[config.mk]
export PLATFORM = sky130hd
export DESIGN_NAME = fetch_pc_unit
export DESIGN_NICKNAME = d
export VERILOG_FILES = /design/src/rtl/core_pkg.sv /design/src/rtl/branch_cond.sv /design/src/rtl/fetch_pc_unit.sv
export SDC_FILE = /design/constraint.sdc
export NUM_CORES = 1
export LEC_CHECK = 0
export BUFFER_PORTS_ARGS = -buffer_cell sky130_fd_sc_hd__buf_4
export CELL_PAD_IN_SITES_DETAIL_PLACEMENT = 1
export CELL_PAD_IN_SITES_GLOBAL_PLACEMENT = 1
export CORE_AREA = 2 2 157 159
export CTS_CLUSTER_DIAMETER = 100
export DETAILED_ROUTE_END_ITERATION = 6
export DIE_AREA = 0 0 159 161
export PLACE_DENSITY = 0.87
export SYNTH_ARGS = -nofsm -noshare
export SYNTH_HDL_FRONTEND = slang
export SYNTH_SLANG_ARGS = --single-unit
[constraint.sdc]
create_clock -name clk -period 3.6 [get_ports clk]
set_input_delay 0.72 -clock clk [delete_from_list [all_inputs] [get_ports clk]]
set_output_delay 0.72 -clock clk [all_outputs]
set_load 0.01 [all_outputs]
[src/rtl/core_pkg.sv]
// Shared definitions for the multicycle core: fetch FSM states and branch func3 encodings.
package core_pkg;

  typedef enum logic [1:0] {
    IDLE = 2'd0,
    REQ  = 2'd1,
    WAIT = 2'd2
  } fetch_state_t;

  localparam logic [2:0] BR_EQ  = 3'b000;
  localparam logic [2:0] BR_NE  = 3'b001;
  localparam logic [2:0] BR_LT  = 3'b100;
  localparam logic [2:0] BR_GE  = 3'b101;
  localparam logic [2:0] BR_LTU = 3'b110;
  localparam logic [2:0] BR_GEU = 3'b111;

endpackage

[src/rtl/branch_cond.sv]
// Combinational branch resolution: func3 plus ALU flags to taken, with the
// two reserved func3 encodings reported as illegal and never taken.
module branch_cond
  import core_pkg::*;
(
  input  logic [2:0] i_func3,
  input  logic       i_zero,
  input  logic       i_lt,
  input  logic       i_ltu,
  output logic       o_taken,
  output logic       o_illegal
);

  // Decode the branch type against the ALU flags.
  always_comb begin
    o_taken   = 1'b0;
    o_illegal = 1'b0;
    case (i_func3)
      BR_EQ:          o_taken   = i_zero;
      BR_NE:          o_taken   = ~i_zero;
      BR_LT:          o_taken   = i_lt;
      BR_GE:          o_taken   = ~i_lt;
      BR_LTU:         o_taken   = i_ltu;
      BR_GEU:         o_taken   = ~i_ltu;
      3'b010, 3'b011: o_illegal = 1'b1;
      default:        o_taken   = 1'b0;
    endcase
  end

endmodule

[src/rtl/fetch_pc_unit.sv]
// Program counter and instruction-fetch unit: PC update with jump/branch/write
// priority and misalignment trapping, plus an IDLE/REQ/WAIT fetch handshake with timeout.
module fetch_pc_unit
  import core_pkg::*;
#(
  parameter int              XLEN       = 64,
  parameter int              ILEN       = 32,
  parameter logic [XLEN-1:0] RESET_PC   = {XLEN{1'b0}},
  parameter int              ALIGN_BITS = 2,
  parameter int              TIMEOUT    = 16
) (
  input  logic            clk,
  input  logic            reset,
  input  logic            fetch_start,
  output logic            imem_req,
  output logic [XLEN-1:0] imem_addr,
  input  logic            imem_rvalid,
  input  logic [ILEN-1:0] imem_rdata,
  output logic [ILEN-1:0] ir_out,
  output logic            ir_valid,
  output logic            busy,
  output logic            fetch_err,
  input  logic            pc_write,
  input  logic [XLEN-1:0] pc_next_in,
  input  logic            br_en,
  input  logic [2:0]      br_func3,
  input  logic            alu_zero,
  input  logic            alu_lt,
  input  logic            alu_ltu,
  input  logic            jump_en,
  input  logic [XLEN-1:0] target,
  output logic [XLEN-1:0] pc_out,
  output logic            misalign_trap,
  output logic [XLEN-1:0] bad_addr,
  output logic            br_illegal
);

  localparam int              CW         = $clog2(TIMEOUT + 1);
  localparam logic [CW-1:0]   CNT_LAST   = CW'(TIMEOUT - 1);
  localparam logic [CW-1:0]   CNT_MAX    = {CW{1'b1}};
  localparam logic [XLEN-1:0] ALIGN_MASK = (XLEN'(1) << ALIGN_BITS) - XLEN'(1);

  fetch_state_t    r_state;
  fetch_state_t    w_state_nxt;
  logic [CW-1:0]   r_cnt;
  logic [XLEN-1:0] r_pc;
  logic [XLEN-1:0] w_pc_nxt;
  logic [XLEN-1:0] r_bad_addr;
  logic [ILEN-1:0] r_ir;
  logic            r_ir_valid;
  logic            r_req;
  logic            r_busy;
  logic            r_err;
  logic            r_trap;
  logic            r_illegal;
  logic            w_cond_taken;
  logic            w_cond_illegal;
  logic            w_idle;
  logic            w_sel_target;
  logic            w_misalign;
  logic            w_capture;
  logic            w_timeout;
  logic            w_trap;

  branch_cond u_branch_cond (
    .i_func3   (br_func3),
    .i_zero    (alu_zero),
    .i_lt      (alu_lt),
    .i_ltu     (alu_ltu),
    .o_taken   (w_cond_taken),
    .o_illegal (w_cond_illegal)
  );

  assign w_idle       = (r_state == IDLE);
  assign w_sel_target = jump_en | (br_en & w_cond_taken);
  assign w_misalign   = w_sel_target & (|(target & ALIGN_MASK));

  // Fetch FSM state register.
  always_ff @(posedge clk or negedge reset) begin
    if (!reset) r_state <= IDLE;
    else        r_state <= w_state_nxt;
  end

  // Fetch FSM next state; a response on the last allowed WAIT cycle still wins over the timeout.
  always_comb begin
    w_state_nxt = r_state;
    case (r_state)
      IDLE: begin
        if (fetch_start) w_state_nxt = REQ;
        else             w_state_nxt = IDLE;
      end
      REQ:  w_state_nxt = WAIT;
      WAIT: begin
        if (imem_rvalid)              w_state_nxt = IDLE;
        else if (r_cnt == CNT_LAST)   w_state_nxt = IDLE;
        else                          w_state_nxt = WAIT;
      end
      default: w_state_nxt = IDLE;
    endcase
  end

  // Fetch FSM output decode feeding the registered handshake outputs.
  always_comb begin
    w_capture = 1'b0;
    w_timeout = 1'b0;
    if (r_state == WAIT) begin
      w_capture = imem_rvalid;
      w_timeout = ~imem_rvalid & (r_cnt == CNT_LAST);
    end else begin
      w_capture = 1'b0;
      w_timeout = 1'b0;
    end
  end

  // PC source selection; a misaligned target blocks every source for this cycle.
  always_comb begin
    w_pc_nxt = r_pc;
    w_trap   = 1'b0;
    if (w_idle) begin
      if (w_sel_target) begin
        if (w_misalign) begin
          w_trap   = 1'b1;
          w_pc_nxt = r_pc;
        end else begin
          w_pc_nxt = target;
        end
      end else if (pc_write) begin
        w_pc_nxt = pc_next_in;
      end else begin
        w_pc_nxt = r_pc;
      end
    end else begin
      w_pc_nxt = r_pc;
    end
  end

  // Saturating WAIT-cycle counter, cleared on each request.
  always_ff @(posedge clk or negedge reset) begin
    if (!reset)                                           r_cnt <= {CW{1'b0}};
    else if (r_state == REQ)                              r_cnt <= {CW{1'b0}};
    else if ((r_state == WAIT) && (r_cnt != CNT_MAX))     r_cnt <= r_cnt + CW'(1);
    else                                                  r_cnt <= r_cnt;
  end

  // Registered PC, IR and status outputs.
  always_ff @(posedge clk or negedge reset) begin
    if (!reset) begin
      r_pc       <= RESET_PC;
      r_bad_addr <= {XLEN{1'b0}};
      r_ir       <= {ILEN{1'b0}};
      r_ir_valid <= 1'b0;
      r_req      <= 1'b0;
      r_busy     <= 1'b0;
      r_err      <= 1'b0;
      r_trap     <= 1'b0;
      r_illegal  <= 1'b0;
    end else begin
      r_pc      <= w_pc_nxt;
      r_req     <= (w_state_nxt == REQ);
      r_busy    <= (w_state_nxt != IDLE);
      r_err     <= w_timeout;
      r_trap    <= w_trap;
      r_illegal <= br_en & w_cond_illegal;
      if (w_trap) r_bad_addr <= target;
      else        r_bad_addr <= r_bad_addr;
      if (w_capture) r_ir <= imem_rdata;
      else           r_ir <= r_ir;
      if (w_idle && fetch_start) r_ir_valid <= 1'b0;
      else if (w_capture)        r_ir_valid <= 1'b1;
      else                       r_ir_valid <= r_ir_valid;
    end
  end

  assign imem_req      = r_req;
  assign imem_addr     = r_pc;
  assign pc_out        = r_pc;
  assign ir_out        = r_ir;
  assign ir_valid      = r_ir_valid;
  assign busy          = r_busy;
  assign fetch_err     = r_err;
  assign misalign_trap = r_trap;
  assign bad_addr      = r_bad_addr;
  assign br_illegal    = r_illegal;

endmodule

Yosys cells after proc, flatten, opt, wreduce, memory -nomap -nowiden
Cells that the tools add are included.

storage, ports and cells
  bits of input ports = 173
  output and inout port bits = 230
  bits in registers = 173
  logic and storage cells = 63

operators by class
  reduce and logical (&&, ||, !) cells = 11
  multiplexer cells = 18
  bitwise gates (word level) = 9
  $add $sub $neg = 1
  equal/unequal tests = 13

operators by type and width
  operator                                                               count
  64-bit two-way mux                                                     3
  3-bit equality test, second input constant                             4
  5-bit two-way mux                                                      2
  1-bit two-way mux                                                      9
  2-bit nonzero test                                                     4
  3-bit by 2-bit equality test with 1-bit output, second input constant  2
  1-bit case mux with 6 select lines                                     1
  2-bit case mux with 3 select lines                                     1
  5-bit by 1-bit adder with 5-bit output, second input constant          1
  5-bit by 4-bit equality test with 1-bit output, second input constant  1
  5-bit inequality test, second input constant                           1
  1-bit bitwise AND                                                      4
  2-bit by 1-bit equality test with 1-bit output, second input constant  2
  2-bit two-way mux                                                      2
  1-bit inverter                                                         4
  2-bit OR reduction                                                     2
  3-bit by 1-bit equality test with 1-bit output, second input constant  1
  3-bit zero test                                                        1
  3-bit AND reduction                                                    1
  2-bit equality test, second input constant                             1
  1-bit logical AND                                                      2
  2-bit zero test                                                        1
  2-bit inequality test, second input constant                           1
  1-bit bitwise OR                                                       1

Logic depth before layout (Yosys ltp)
Gate-level depths: netlist of run 1.

  depth after elaboration = 8
  depth in mapped cells = 8
  gate-level depth less buffers = 8

Modules after synthesis
From an unflattened synthesis of run 1, not the netlist that was laid out.

second synthesis, totals
  cell total of the unflattened synthesis = 546
  area total of the unflattened synthesis = 7957.6 um2

by module, submodules not included
  module         times used  sequential area each (um2)  cells an instance  area each (um2)
  fetch_pc_unit  1           4329.2                      539                7902.6
  branch_cond    1           0.0                         7                  55.1

Least setup slack after synthesis of run 1
Ideal clock, no wire load.

  path type = in2reg
  start = input port br_func3[2]
  end = register r_pc[10] (netlist: imem_addr[10])
  setup time = 125 ps
  arrival = 2135 ps
  required time = 3475 ps
  path slack = 1340 ps
  path buffers = 2
  stages = 7
  path through = mux2i_1 -> xor2_1 -> o21ai_2 -> buf_6 -> buf_2 -> mux2_2 -> mux2_4

on the way
  cells in the longest elaborated chain, start to end = 7
  elaborated cells between the ends (all ways) = 14
  classes of those cells = eq/ne: 6; mux: 2; bitwise: 3; reduce/logical: 3

RTL lines
  element                                            RTL line              RTL
  start, declared                                    fetch_pc_unit.sv:26   input logic [2:0] br_func3,
  3-bit equality test, or another cell as far along  branch_cond.sv:18     case (i_func3)
  1-bit case mux with 6 select lines (*)             branch_cond.sv:18
  1-bit bitwise AND (*)                              fetch_pc_unit.sv:75   assign w_sel_target = jump_en | (br_en & w_cond_taken);
  1-bit bitwise OR (*)                               fetch_pc_unit.sv:75
  1-bit bitwise AND                                  fetch_pc_unit.sv:76   assign w_misalign = w_sel_target & (|(target & ALIGN_MASK));
  2-bit inequality test (no line)                    n/a
  3-bit AND reduction (no line)                      n/a
  end signal, assigned                               fetch_pc_unit.sv:158  r_pc <= w_pc_nxt;
  end, declared                                      fetch_pc_unit.sv:46   logic [XLEN-1:0] r_pc;

Every way passes the cells marked *; elsewhere a longest branch is shown, timed or not.
A chain may end at the register's enable or synchronous reset.

Final worst setup path of run 1
  start = input port br_func3[0]
  end = register r_pc[15] (netlist: imem_addr[15])

The elaborated chain is that of the path after synthesis.

==> qor.csv, run 1 <==
stage;metric;value;unit
pwr;power_density;897.8;nW/um^2
timing;setup_viol;0;
die;chipHeight;161;um
die;core_area;23960;sq um
timing;hold_slack;359.4;ps
timing;relSlewSlack;45.91;%
global_routing;grt_pass1_wl;37.58;mm
route;wl_per_cell;19.91;um
logic_synthesis;synth_nets;723;
logic_synthesis;synth-warning-count;0;
global_routing;antenna_found_initial;1;
logic_synthesis;synth_edf_count;0;
hold_path;min_path_type;input port to async pin;
route;drc;0;
die;rows;57;
logic_synthesis;syn_inst;547;
timing;period_minus_slack;2555;ps
clocking;root_buffer;clkbuf_16;
logic_synthesis;synthArstFlopShare;100.0;%
route;avgViaCountPerCell;4.550;
clocking;cts.clk_slew.worst_paths;70;ps
final_layout;nNetsFinal;1062;
logic_synthesis;synthFlopType;dfrtp_1;
clocking;cts_hold_buf;0;
pwr;leakagePower;5.729;nW
timing;hold_viol;0;
logic_synthesis;syn-cell-area;8123;sq um
route;ant_nets;0;
clocking;cts_sinks;173;
logic_synthesis;yosysSeqAreaShare;53.30;%
clocking;cts-htree-levels;4;
timing;finalSetupTns;0;ps
critical_path;required;3910;ps
die;num_io_pins;403;
logic_synthesis;syn_area_per_cell;14.85;sq um
pwr;peakVddDrop;0.4296;mV
global_routing;track_usage;18.89;%
final_layout;final_util;48.30;%
timing;fin_crit_sh;70.97;%
route;vias;5569;
critical_path;cp-start-kind;input port;
global_routing;gr-total-overflow;0;
timing;rsz0062_at_grt;no;
logic_synthesis;synth_cell_types;32;
placement;post-place-cells;1191;
critical_path;arrival;2860;ps
final_layout;fin_cells;1224;
clocking;post_cts_buffers;0;
critical_path;crit_path_end_kind;register;
route;wirelength;24.37;mm
route;firstDrtPassIters;4;
timing;worstMarginPinSlew;811.4;ps
critical_path;crit_type;input port to register;
final_layout;area_growth;42.48;%
clocking;cts_resized;0;
global_routing;grt_max_degree;83;
die;die-area;25600;sq um
clocking;clock_latency;440;ps
placement;gp_congestion;0.7855;
final_layout;drive_above_1_share;66.63;%
placement;io_buffers;402;
run;max-cap-violations;0;
timing;skew;21.19;ps
clocking;cts_tree;yes;
critical_path;cp_max_fo;35;
timing;timing.fmax;391.4;MHz
route;drt_iter0_drc;185;
global_routing;grt_pass1_vias;6314;
timing;drv_slew;0;
clocking;clockBufferDepth;2;
status;outcome;finished, final reports clean;
placement;dp_hpwl;18.68;mm
logic_synthesis;ys_ff_latch;173;
die;die_x;159;um
clocking;cts_buffers;17;
die;start_util;33.90;%
==> final cells by class <==
| class | instances | area [sq um] |
|---|---|---|
| fillers | 2513 | 12390 |
| diodes | 1 | 2.502 |
| inverters | 6 | 22.52 |
| clock buffers | 18 | 439.2 |
| flip-flops and latches | 173 | 4329 |
| multi-input cells | 277 | 3048 |
| clock inverters | 14 | 187.7 |
| repair buffers | 411 | 3139 |
| well taps | 324 | 405.4 |
==> flip-flops by register name, indices dropped and copies added, names as in the netlist <==
register,cells
r_state,2
imem_addr,64
misalign_trap,1
ir_out,32
r_cnt,5
fetch_err,1
br_illegal,1
busy,1
ir_valid,1
imem_req,1
bad_addr,64
==> cells in the final DEF (no fill, tap or decap), types with 2 or more instances in the layout <==
| cell type | netlist | final |
|---|---|---|
| clkbuf_16 | 0 | 17 |
| clkinv_8 | 0 | 2 |
| inv_1 | 6 | 6 |
| nor3_1 | 2 | 2 |
| mux2_4 | 59 | 59 |
| inv_8 | 0 | 3 |
| mux2_2 | 95 | 95 |
| o21ai_0 | 4 | 4 |
| nand2_1 | 13 | 13 |
| a21oi_1 | 4 | 4 |
| a22o_1 | 2 | 2 |
| a21bo_1 | 2 | 2 |
| ha_1 | 3 | 3 |
| nand3_1 | 4 | 4 |
| buf_4 | 74 | 406 |
| mux2_1 | 66 | 66 |
| buf_12 | 5 | 4 |
| dfrtp_1 | 173 | 173 |
| nand2b_1 | 2 | 2 |
| xor2_1 | 2 | 2 |
| inv_6 | 0 | 7 |
| bufinv_16 | 0 | 2 |
| nor2_1 | 9 | 9 |
==> where the power goes <==
group	internal (mW)	leakage [nW]	switching, mW
Clock	1.09	0.309	0.896
Combinational	2.78	3.37	1.98
Sequential	2.91	2.05	0.742
==> stage by stage <==
| step | instance area (sq um) | power (mW) | worst slack, ps |
|---|---|---|---|
| global route | 11570 | 10.96 | 935.2 |
| finish | 11570 | 10.39 | 1045 |
| detailed placement | 10940 | 8.524 | 540.7 |
| CTS | 11570 | 10.55 | 1024 |
| global placement | 10940 | 8.308 | 634.8 |
| floorplan | 8123 | 6.259 | 1340 |
==> kinds of logic (layout without fill, tap and decap cells) <==
family | count (synthesis) | after routing | share of synthesized area (%)
adder cells (fa/ha/maj) | 3 | 3 | 0.4622
buffers and inverters | 97 | 449 | 9.319
AND/OR/NAND/NOR | 35 | 35 | 2.018
XOR/XNOR | 2 | 2 | 0.2157
other | 0 | 1 | 0
AO/OA/AOI/OAI | 16 | 16 | 1.340
multiplexers | 221 | 221 | 33.35
flip-flops | 173 | 173 | 53.30
==> worst paths after layout <==
| check | from | end | slack, ps | cells after the start |
|---|---|---|---|---|
| worst max-delay path | br_func3[0] | imem_addr[15] | 1050 | 7 |
| worst min-delay path | reset | bad_addr[9] | 360 | 1 |
| worst max register to register | r_state[0] | imem_addr[16] | 1210 | 5 |
| worst min register to register | bad_addr[3] | bad_addr[3] | 490 | 1 |
| max in group asynchronous | reset | bad_addr[53] | 2470 | 2 |
| min in group clk | br_func3[2] | br_illegal | 480 | 2 |
==> routing by layer <==
layer	GRT usage [%]	wire (um)	vias up
li1	-	-	2523
met1	21.02	9301	2786
met2	35.34	13200	249
met3	5.598	1661	11
met4	4.669	204	0
met5	0	0	-
==> synthesized netlist by cell type, types with 5 or more instances <==
cell type | n | area (sq um)
nor2_1 | 9 | 33.78
mux2_4 | 59 | 885.9
inv_1 | 6 | 22.52
dfrtp_1 | 173 | 4329
mux2_1 | 66 | 743.2
nand2_1 | 13 | 48.80
buf_12 | 5 | 100.1
mux2_2 | 95 | 1070
buf_4 | 74 | 555.5
clkbuf_1 | 6 | 22.52
==> critical path, stage by stage <==
cell and delay, ps:
buf_4 120, xor2_1 160, a41oi_1 330, o21ai_4 120
mux2_4 650, buf_12 340, mux2_1 360
Power figures use the tool's default switching activity.
==> inputs of run 2 (changes only) <==
--- a/config.mk
+++ b/config.mk
@@ -8,11 +8,11 @@
 export BUFFER_PORTS_ARGS = -buffer_cell sky130_fd_sc_hd__buf_4
 export CELL_PAD_IN_SITES_DETAIL_PLACEMENT = 1
 export CELL_PAD_IN_SITES_GLOBAL_PLACEMENT = 1
-export CORE_AREA = 2 2 157 159
+export CORE_AREA = 2 2 163 165
 export CTS_CLUSTER_DIAMETER = 100
 export DETAILED_ROUTE_END_ITERATION = 6
-export DIE_AREA = 0 0 159 161
-export PLACE_DENSITY = 0.87
+export DIE_AREA = 0 0 165 167
+export PLACE_DENSITY = 0.85
 export SYNTH_ARGS = -nofsm -noshare
 export SYNTH_HDL_FRONTEND = slang
 export SYNTH_SLANG_ARGS = --single-unit
==> constraint.sdc (replaced) <==
create_clock -name clk -period 2.2 [get_ports clk]
set_input_delay 0.44 -clock clk [delete_from_list [all_inputs] [get_ports clk]]
set_output_delay 0.44 -clock clk [all_outputs]
set_load 0.01 [all_outputs]
==> run 2 against run 1 <==
Clock skew decreased by 4.1 ps; core utilization decreased by 2.4 points; combinational power increased by 66%; flip-flop and latch count unchanged; critical path depth decreased by 2; global-route usage decreased by 1.0 points; non-clock buffer count increased by 14; final area increased by 2.1%; setup slack got worse by 800 ps; clock power increased by 74%; hold slack got worse by 350 ps; via count increased by 2.4%; largest cell class unchanged; largest power group unchanged.
==> qor.csv, run 2 (synthesis results as in run 1) <==
stage;metric;value;unit;change
clocking;clock_latency;420;ps;-20 ps
timing;rsz0062_at_grt;no;;
die;num_io_pins;403;;unchanged
timing;skew;17.06;ps;-4.133 ps
final_layout;drive_above_1_share;67.11;%;+0.48 points
route;wirelength;24.65;mm;+1.2%
critical_path;critPathTopFamily;multiplexers;;
status;outcome;finished, final reports clean;;
critical_path;cp_max_fo;26;;-26%
die;die_x;165;um;+3.8%
critical_path;crit_path_cell_trace;nor2_1 > nand2_1 > mux2_4 > buf_12 > mux2_1;;
route;wl_per_cell;19.77;um;-0.69%
final_layout;multi_input_area;3048;sq um;unchanged
critical_path;cp-start-kind;register;;
timing;relSlewSlack;57.04;%;+11 points
timing;setup_viol;0;;unchanged
clocking;root_buffer;clkbuf_16;;
placement;io_buffers;402;;unchanged
critical_path;worstPathBufferInverterCount;1;;-1
route;drc;0;;unchanged
die;rows;59;;+3.5%
final_layout;area_growth;45.46;%;
clocking;cts_buffers;17;;unchanged
run;max-cap-violations;0;;unchanged
placement;pre_cts_ws;-49.53;ps;-590.2 ps
global_routing;grt_pass1_vias;6375;;+0.97%
pwr;leakagePower;5.846;nW;+2.0%
timing;period_minus_slack;1956;ps;
final_layout;fillers;2748;;+9.4%
clocking;clockBufferDepth;2;;unchanged
timing;finalSetupTns;0;ps;unchanged
critical_path;critPathSlowestCell;dfrtp_1;;
final_layout;nNetsFinal;1076;;+1.3%
die;chipHeight;167;um;+3.7%
final_layout;num_antenna_cells;0;;-1
die;start_util;31.53;%;-2.4 points
global_routing;gr-total-overflow;0;;unchanged
global_routing;grt_pass1_wl;37.56;mm;about the same
clocking;cts_tree;yes;;
timing;drv_slew;0;;unchanged
timing;worstMarginPinSlew;644.4;ps;-167.0 ps
hold_path;min_path_type;input port to async pin;;
critical_path;crit_type;register to register;;
clocking;cts_resized;0;;unchanged
clocking;post_cts_buffers;0;;unchanged
placement;gp_congestion;0.7689;;-2.1%
global_routing;track_usage;17.88;%;-1.0 points
critical_path;required;2490;ps;-1420 ps
die;die-area;27560;sq um;+7.6%
route;ant_nets;0;;unchanged
clocking;cts.clk_slew.worst_paths;80;ps;about the same
pwr;peakVddDrop;0.6633;mV;+54%
clocking;cts_sinks;173;;unchanged
clocking;cts-htree-levels;4;;unchanged
final_layout;mostFrequentLayoutCell;buf_4;;
clocking;cts_hold_buf;0;;unchanged
global_routing;antenna_found_initial;0;;-1
final_layout;most-common-layout-cells;413 x buf_4, 173 x dfrtp_1, 95 x mux2_2;;
pwr;power_density;1467;nW/um^2;+63%
critical_path;arrival;2250;ps;-610 ps
critical_path;crit_path_max_incr_delay;460;ps;-190 ps
placement;dp_hpwl;19.56;mm;+4.7%
route;firstDrtPassIters;4;;unchanged
timing;timing.fmax;511.4;MHz;
timing;fin_crit_sh;88.89;%;
route;vias;5700;;+2.4%
final_layout;regArea;4329;sq um;unchanged
critical_path;crit_path_end_kind;register;;
global_routing;grt_max_degree;60;;-28%
timing;worst_slack;244.4;ps;-800.6 ps
route;drt_iter0_drc;275;;+49%
route;avgViaCountPerCell;4.571;;+0.46%
timing;hold_viol;0;;unchanged
die;core_area;25760;sq um;+7.5%
==> run 2: cell count changes in the layout (fill, tap and decap cells not counted), moves of 2 or more <==
| cell | delta |
|---|---|
| clkinv_8 | -2 |
| inv_6 | -3 |
| clkinv_4 | +2 |
| buf_12 | +7 |
| buf_4 | +7 |
| bufinv_16 | +3 |
==> run 2: worst paths after layout <==
path                              start             to  slack (ps)  depth (start not counted)
setup / recovery             r_state[1]  imem_addr[15]         240                          5
hold / removal                    reset   bad_addr[10]          10                          1
setup reg to reg             r_state[1]  imem_addr[15]         240                          5
hold reg to reg            bad_addr[19]   bad_addr[19]         490                          1
max in group asynchronous         reset  imem_addr[41]        1560                          2
min in group clk             target[60]   bad_addr[60]         240                          2
==> run 2: area by class of cell <==
| cell class | count | share of cell area (%) |
|---|---|---|
| multi-input cells | 277 | 25.80 |
| well taps | 335 | 3.548 |
| inverters | 6 | 0.1906 |
| repair buffers | 425 | 28.20 |
| clock buffers | 18 | 3.717 |
| flip-flops and latches | 173 | 36.64 |
| clock inverters | 13 | 1.906 |
==> run 2: routing by layer <==
layer	wire length, um	share of wire, %	global-route usage [%]
met5	0	0	0
met4	444	1.8	4.537
met3	1975	8.0	5.529
met2	13270	54	32.84
met1	8962	36	19.80
==> run 2: stage by stage <==
stage / total power, mW / area [sq um] / util, % / std cells / hold slack [ps]
floorplan: 10.24 / 8123 / - / 547 / 144.4
finish: 17.34 / 11820 / 45.86 / 1247 / 10.80
detailed placement: 14.12 / 11150 / 43.28 / 1216 / 476.7
global placement: 13.76 / 11150 / 43.28 / 1216 / 463.1
global route: 18.41 / 11820 / 45.86 / 1247 / 28.29
CTS: 17.64 / 11820 / 45.86 / 1247 / 28.05
==> run 2: where the power goes <==
group          internal [mW]  switching, mW
Clock                   2.08           1.37
Combinational           4.64           3.26
Sequential              4.77           1.21
